[config.mk]
export PLATFORM = sky130hd
export DESIGN_NAME = prog_loader
export DESIGN_NICKNAME = d
export VERILOG_FILES = /design/src/rtl/prog_loader_pkg.sv /design/src/rtl/prog_loader.sv
export SDC_FILE = /design/constraint.sdc
export NUM_CORES = 1
export LEC_CHECK = 0
export CAP_MARGIN = 20
export CORE_MARGIN = 5
export CORE_UTILIZATION = 42
export DETAILED_ROUTE_END_ITERATION = 8
export PLACE_DENSITY_LB_ADDON = 0.1
export RECOVER_POWER = 50
export SETUP_SLACK_MARGIN = 0.1
export SLEW_MARGIN = 20
export SYNTH_ARGS = -nofsm -noshare
export SYNTH_HDL_FRONTEND = slang
export SYNTH_SLANG_ARGS = --single-unit
export TNS_END_PERCENT = 10
[constraint.sdc]
create_clock -name clk -period 2.3 [get_ports clk]
set_input_delay 0.46 -clock clk [delete_from_list [all_inputs] [get_ports clk]]
set_output_delay 0.46 -clock clk [all_outputs]
set_load 0.05 [all_outputs]
[src/rtl/prog_loader_pkg.sv]
// Shared types and constants for the byte-stream program loader.
package prog_loader_pkg;

  // Width of the big-endian word-count header and of each image word.
  localparam int LEN_W  = 16;
  // Width of one transferred image byte.
  localparam int BYTE_W = 8;

  // Loader sequencing states.
  typedef enum logic [2:0] {
    LEN_HI = 3'd0,
    LEN_LO = 3'd1,
    W_HI   = 3'd2,
    W_LO   = 3'd3,
    FLUSH  = 3'd4,
    DONE   = 3'd5,
    ERR    = 3'd6
  } state_t;

  // True when every bit above the instruction field of an image word is zero.
  function automatic logic hi_bits_clear(input logic [LEN_W-1:0] word,
                                         input int unsigned      instr_w);
    return (word >> instr_w) == {LEN_W{1'b0}};
  endfunction

endpackage

[src/rtl/prog_loader.sv]
// Program loader: takes a length-prefixed big-endian image over a valid/ready
// byte stream, writes one instruction per byte pair into program memory and
// keeps the CPU in reset until the whole image has landed.
module prog_loader
  import prog_loader_pkg::*;
#(
  parameter int INSTR_W = 12,
  parameter int DEPTH   = 256,
  parameter int ADDR_W  = $clog2(DEPTH)
) (
  input  logic               clk,
  input  logic               rst,
  input  logic [BYTE_W-1:0]  in_data,
  input  logic               in_valid,
  output logic               in_ready,
  input  logic               reload,
  output logic               pm_we,
  output logic [ADDR_W-1:0]  pm_addr,
  output logic [INSTR_W-1:0] pm_wdata,
  output logic               cpu_rst,
  output logic               done,
  output logic               err
);

  state_t             state_r;
  state_t             state_s;
  logic [LEN_W-1:0]   cnt_r;
  logic [BYTE_W-1:0]  word_hi_r;
  logic               xfer_s;
  logic               wr_s;
  logic               restart_s;
  logic [LEN_W-1:0]   len_s;
  logic [LEN_W-1:0]   word_s;

  // Moore decode: a byte is only accepted in the four header/word states.
  assign in_ready = (state_r == LEN_HI) || (state_r == LEN_LO) ||
                    (state_r == W_HI)   || (state_r == W_LO);
  assign xfer_s   = in_valid && in_ready;
  assign len_s    = {cnt_r[LEN_W-1:BYTE_W], in_data};
  assign word_s   = {word_hi_r, in_data};

  // State register; reset always returns to the start of a fresh image.
  always_ff @(posedge clk) begin
    if (rst) begin
      state_r <= LEN_HI;
    end else begin
      state_r <= state_s;
    end
  end

  // Next-state decode plus write and restart strobes for the datapath.
  always_comb begin
    state_s   = state_r;
    wr_s      = 1'b0;
    restart_s = 1'b0;
    case (state_r)
      LEN_HI: begin
        if (xfer_s) state_s = LEN_LO;
        else        state_s = state_r;
      end
      LEN_LO: begin
        if (xfer_s) begin
          // Length check is done one bit wider so N = 65535 cannot alias.
          if (len_s == 16'd0)                      state_s = FLUSH;
          else if ({1'b0, len_s} > 17'(DEPTH))     state_s = ERR;
          else                                     state_s = W_HI;
        end else begin
          state_s = state_r;
        end
      end
      W_HI: begin
        if (xfer_s) state_s = W_LO;
        else        state_s = state_r;
      end
      W_LO: begin
        if (xfer_s) begin
          if (!hi_bits_clear(word_s, INSTR_W)) begin
            state_s = ERR;
          end else begin
            wr_s = 1'b1;
            if (cnt_r == 16'd1) state_s = FLUSH;
            else                state_s = W_HI;
          end
        end else begin
          state_s = state_r;
        end
      end
      FLUSH: begin
        // Separates the last write from CPU release by one cycle.
        state_s = DONE;
      end
      DONE, ERR: begin
        if (reload) begin
          state_s   = LEN_HI;
          restart_s = 1'b1;
        end else begin
          state_s = state_r;
        end
      end
      default: begin
        state_s = LEN_HI;
      end
    endcase
  end

  // Datapath: count/word capture, write port and registered status outputs.
  always_ff @(posedge clk) begin
    if (rst) begin
      cnt_r     <= 16'd0;
      word_hi_r <= 8'd0;
      pm_we     <= 1'b0;
      pm_addr   <= '0;
      pm_wdata  <= '0;
      cpu_rst   <= 1'b1;
      done      <= 1'b0;
      err       <= 1'b0;
    end else begin
      pm_we <= wr_s;
      if (wr_s) begin
        pm_wdata <= word_s[INSTR_W-1:0];
      end
      if (state_r == LEN_HI && xfer_s) begin
        cnt_r <= {in_data, cnt_r[BYTE_W-1:0]};
      end else if (state_r == LEN_LO && xfer_s) begin
        cnt_r <= len_s;
      end else if (wr_s) begin
        cnt_r <= cnt_r - 16'd1;
      end
      if (state_r == W_HI && xfer_s) begin
        word_hi_r <= in_data;
      end
      // Address advances after each write; it holds at the top entry so a
      // full-depth image leaves it at DEPTH-1 rather than wrapping.
      if (restart_s) begin
        pm_addr <= '0;
      end else if (pm_we && (pm_addr != ADDR_W'(DEPTH - 1))) begin
        pm_addr <= pm_addr + ADDR_W'(1);
      end
      done    <= (state_s == DONE);
      err     <= (state_s == ERR);
      cpu_rst <= (state_s != DONE);
    end
  end

endmodule
# Word level (Yosys, flattened, before mapping)

Cells that the tools add are included.

Word-level logic and storage cells: 61
Bits in registers: 51
Bits of input ports: 12
Output and inout port bits: 25

Reductions and logical operators: 17
Add/subtract/negate cells: 2
Mux-type cells: 18
Eq/ne operators: 12
Bitwise operators: 1
$lt $le $gt $ge: 1

Operators by type and width:

| operator                                             | number |
|---|---|
| 2-to-1 mux 16 bit                                    | 3 |
| zero test 16 bit                                     | 2 |
| 2-to-1 mux 3 bit                                     | 9 |
| one-hot mux 3 bit (6 select lines)                   | 1 |
| == test 16 x 1 -> 1 bit (second input constant)      | 1 |
| > comparator 16 x 9 -> 1 bit (second input constant) | 1 |
| subtractor 16 x 1 -> 16 bit (second input constant)  | 1 |
| == test 3 bit (second input constant)                | 5 |
| adder 8 x 1 -> 8 bit (second input constant)         | 1 |
| inequality test 8 bit (second input constant)        | 1 |
| == test 3 x 2 -> 1 bit (second input constant)       | 2 |
| logical AND 1 bit                                    | 5 |
| 2-to-1 mux 1 bit                                     | 5 |
| AND reduction 2 bit                                  | 2 |
| nonzero test 2 bit                                   | 2 |
| OR reduction 2 bit                                   | 2 |
| == test 3 x 1 -> 1 bit (second input constant)       | 1 |
| zero test 3 bit                                      | 1 |
| logical OR 1 bit                                     | 3 |
| inequality test 3 bit (second input constant)        | 1 |
| inequality test 2 bit (second input constant)        | 1 |
| NOT 1 bit                                            | 1 |

# Depth between registers and ports, before layout

Depth in word-level cells: 10
Mapped depth: 7
Gate-level depth less buffers: 6

# Worst setup path before layout

No wires, ideal clock.

Kind: register to register
Start point: reg pm_addr[3]
End point: reg pm_addr[1]
Path slack: 0.510 ns
Setup time: 0.134 ns
Cell stages (with the launch flop): 6
Data required time: 2.166 ns
Clock period less this slack: 1.790 ns
Path buffers: 0
Arrival time: 1.656 ns
Cells stage by stage: dfxtp_1 -> and4_1 -> nand2_1 -> o21ai_0 -> mux2i_1 -> nor2_1

Cells in the longest elaborated chain, start to end: 2

Ends and longest elaborated chain:

| element                  | RTL line           | text |
|---|---|---|
| start: declaration       | prog_loader.sv:18  | `output logic [ADDR_W-1:0] pm_addr,` |
| start signal: assignment | prog_loader.sv:137 | `pm_addr <= pm_addr + ADDR_W'(1);` |
| inequality test 8 bit    | prog_loader.sv:136 | `end else if (pm_we && (pm_addr != ADDR_W'(DEPTH - 1))) begin` |
| logical AND 1 bit        | prog_loader.sv:136 |  |

No other way between the ends.
A chain may end at the register's enable or synchronous reset.

# Final worst setup path

Start point: in in_data[4]
End point: reg err

Cells in the longest elaborated chain, start to end: 6
Elaborated cells on any way between the ends: 7
Classes of those cells: order compare (1); eq/ne (1); mux (4); reduce/logical (1)

Ends and longest elaborated chain:

| element                                | RTL line           | text |
|---|---|---|
| start: declaration                     | prog_loader.sv:13  | `input logic [BYTE_W-1:0] in_data,` |
| > comparator 16 x 9 -> 1 bit           | prog_loader.sv:65  | `else if ({1'b0, len_s} > 17'(DEPTH)) state_s = ERR;` |
| 2-to-1 mux 3 bit                       | prog_loader.sv:65  |  |
| 2-to-1 mux 3 bit (*)                   | prog_loader.sv:64  | `if (len_s == 16'd0) state_s = FLUSH;` |
| 2-to-1 mux 3 bit (*)                   | prog_loader.sv:62  | `if (xfer_s) begin` |
| one-hot mux 3 bit (6 select lines) (*) | prog_loader.sv:56  | `case (state_r)` |
| == test 3 bit (*)                      | prog_loader.sv:140 | `err <= (state_s == ERR);` |
| end signal: assignment                 | prog_loader.sv:140 |  |
| end: declaration                       | prog_loader.sv:22  | `output logic err` |

Every way passes the cells marked *; elsewhere a longest branch is shown, timed or not.

==> impl_metrics.json <==
{
  "cts_hold_buf": 0,
  "dp_hpwl_um": 4920,
  "slew_viol_final": 0,
  "worstHoldEndpoint": "pm_wdata[9]",
  "cts_root_buf": "clkbuf_8",
  "grt_pass1_vias": 2136,
  "dr.pass1.iters": 4,
  "drc": 0,
  "cts_tree": "yes",
  "max-slew-margin-rel": 0.641,
  "clock_sinks": 51,
  "syn_to_final_growth_pct": 26.6,
  "finalSetupViolations": 0,
  "grt-ovfl-total": 0,
  "route.antenna.remaining_nets": 0,
  "ys_seq_area_frac": 0.415,
  "min_period_ns": 2.05,
  "syn_area_sq_um": 2460,
  "critical_path_class": "input pin to register",
  "path_max_fanout": 4,
  "ys_types": 51,
  "place_area_sq_um": 3030,
  "cts_made_buffers": 5,
  "ys_ff_latch": 51,
  "layout-drive-gt1-share": 0.0924,
  "wl_met2_um": 2870,
  "synth_top_area_frac": 0.415,
  "hold_start": "pm_wdata[9]",
  "cts_buffer_depth": 2,
  "gp_congestion": 0.926,
  "grt_max_degree": 36,
  "core_area_sq_um": 5610,
  "power.static_leakage_nw": 1.12,
  "rsz0062_at_grt": "false",
  "tightest_slew_ns": 0.534,
  "end_kind": "register",
  "clk_latency_ns": 0.30,
  "min_period_over_period": 0.893,
  "design_area_sq_um": 3110,
  "track_usage": 0.181,
  "synthArstFlopShare": 0,
  "cts_max_level": 2,
  "hold-path-cell-count": 2,
  "finalHoldViolations": 0,
  "yosys-top-cells-area": "dfxtp_1, nand2_1, a21oi_1, nor2_1, xor2_1",
  "cap_violations": 0,
  "dieArea_sq_um": 7490,
  "cp-start-kind": "input pin",
  "vias": 2331,
  "highest_layer": "met4",
  "drt_iter0_drc": 146,
  "peakVddDrop_mv": 0.342,
  "p_per_area_nw_per_um2": 665,
  "critPathRequiredTime_ns": 2.50,
  "wl_met3_um": 253,
  "reg2regPathDepth": 5,
  "synth.most_common_cell": "nand2_1",
  "worstReg2RegStart": "word_hi_r[4]",
  "regToRegSetupSlack_ns": 0.26,
  "io_pins": 37,
  "grt_antenna_before_repair": 0,
  "routed_via_density": 5.43,
  "wl_um": 6510,
  "synth_commonest_cells": "nand2_1, dfxtp_1, a21oi_1",
  "port_buffers": 36,
  "p_total_mw": 2.07,
  "hp-class": "register to register",
  "avgSynthCellArea_sq_um": 8.12,
  "seqCellArea_sq_um": 1020,
  "status": "complete, no violations",
  "ys.flop_type": "dfxtp_1",
  "initial_core_util": 0.439,
  "path_clk_slew_ns": 0.09,
  "die-height_um": 86.5,
  "multi_input_area_sq_um": 1360,
  "final_nets": 372,
  "yosysWarningCount": 0,
  "fmax_ghz": 0.487,
  "wl_per_cell_um": 15.2,
  "fp.dieW_um": 86.5,
  "synth_edf_count": 0,
  "met1_length_um": 3290,
  "r2r-end": "cnt_r[9]",
  "syn_nets": 318,
  "synth_cells": 303,
  "finClkSkew_ns": 0.00231,
  "synth_top_cell_by_area": "dfxtp_1",
  "grt_pass1_wl_um": 10800,
  "antenna_cells": 0,
  "fillerInstances": 543,
  "crit_arrival_ns": 2.26,
  "rows": 27,
  "post_cts_buffers": 0
}
per-layer routing:
layer	up-vias	track usage
li1	1193	-
met4	0	0.0552
met5	-	0
met2	42	0.267
met3	11	0.0361
met1	1085	0.264
cell families (layout without fill, tap and decap cells):
group | count (synthesis) | count (layout) | share of synthesized area
compound gates | 72 | 72 | 0.186
buf+inv | 17 | 71 | 0.0305
xor+xnor | 11 | 11 | 0.0392
simple gates | 145 | 145 | 0.298
mux | 4 | 4 | 0.0163
fa+ha+maj | 3 | 3 | 0.0153
flops | 51 | 51 | 0.415
cell usage in the layout (no fill, tap or decap), types with 9 or more instances in the layout:
master | Yosys | layout
a211oi_1 | 9 | 9
a21oi_1 | 32 | 32
buf_4 | 0 | 21
clkdlybuf4s50_1 | 0 | 24
dfxtp_1 | 51 | 50
dlygate4sd3_1 | 0 | 12
nand2_1 | 60 | 60
nor2_1 | 26 | 26
nor3_1 | 9 | 9
report_power, final:
group	internal (mW)	total (mW)	leakage [nW]	switching [mW]
combinational	0.196	0.468	0.658	0.273
sequential	0.933	1.00	0.414	0.0669
clock	0.319	0.603	0.0513	0.284
cell type report:
cell class                 count  share of cell area
inverter                       3             0.00362
sequential                    51               0.328
clock inverter                 1             0.00964
clock buffer                   6              0.0233
tap                           72              0.0289
timing repair buffer          61               0.171
multi-input combinational    235               0.435
metrics by stage:
stage          setup slack, ns  hold WS [ns]  TNS (ns)  std cells   util
6_report                 0.247         0.449         0        429  0.555
5_1_grt                 0.0769         0.475         0        429  0.555
4_1_cts                  0.133         0.455         0        429  0.559
3_5_place_dp           -0.0649         0.444    -0.122        422  0.541
3_3_place_gp           -0.0436         0.440   -0.0665        422  0.541
2_1_floorplan            0.510         0.437         0        303      -
worst max-delay path by stage:
stage                          start         end  slack [ns]  cells past startpoint
after floorplan           pm_addr[3]  pm_addr[1]        0.51                      5
after global placement    in_data[4]         err       -0.04                      6
after detailed placement  in_data[4]         err       -0.06                      6
after CTS                 state_r[2]    in_ready        0.13                      2
after global routing        in_valid    cnt_r[4]        0.08                      7
final                     in_data[4]         err        0.25                      6
what timing repair did:
| item | in CTS | in global routing |
|---|---|---|
| setup endpoints to repair | 0 | 1 |
| resized for setup | 0 | 1 |
| endpoints found under the hold margin | 0 | 0 |
worst max-delay path, cell delays in order:
cell	delay, ns
clkdlybuf4s50_1	0.44
or4_1	0.61
o21a_1	0.21
nor3_1	0.22
o32ai_2	0.13
and2_1	0.17
flip-flops by register name, indices dropped and copies added, names as in the netlist:
name	cells
cnt_r	16
cpu_rst	1
done	1
err	1
pm_addr	8
pm_wdata	12
pm_we	1
state_r	3
word_hi_r	8
Power figures use the tool's default switching activity.
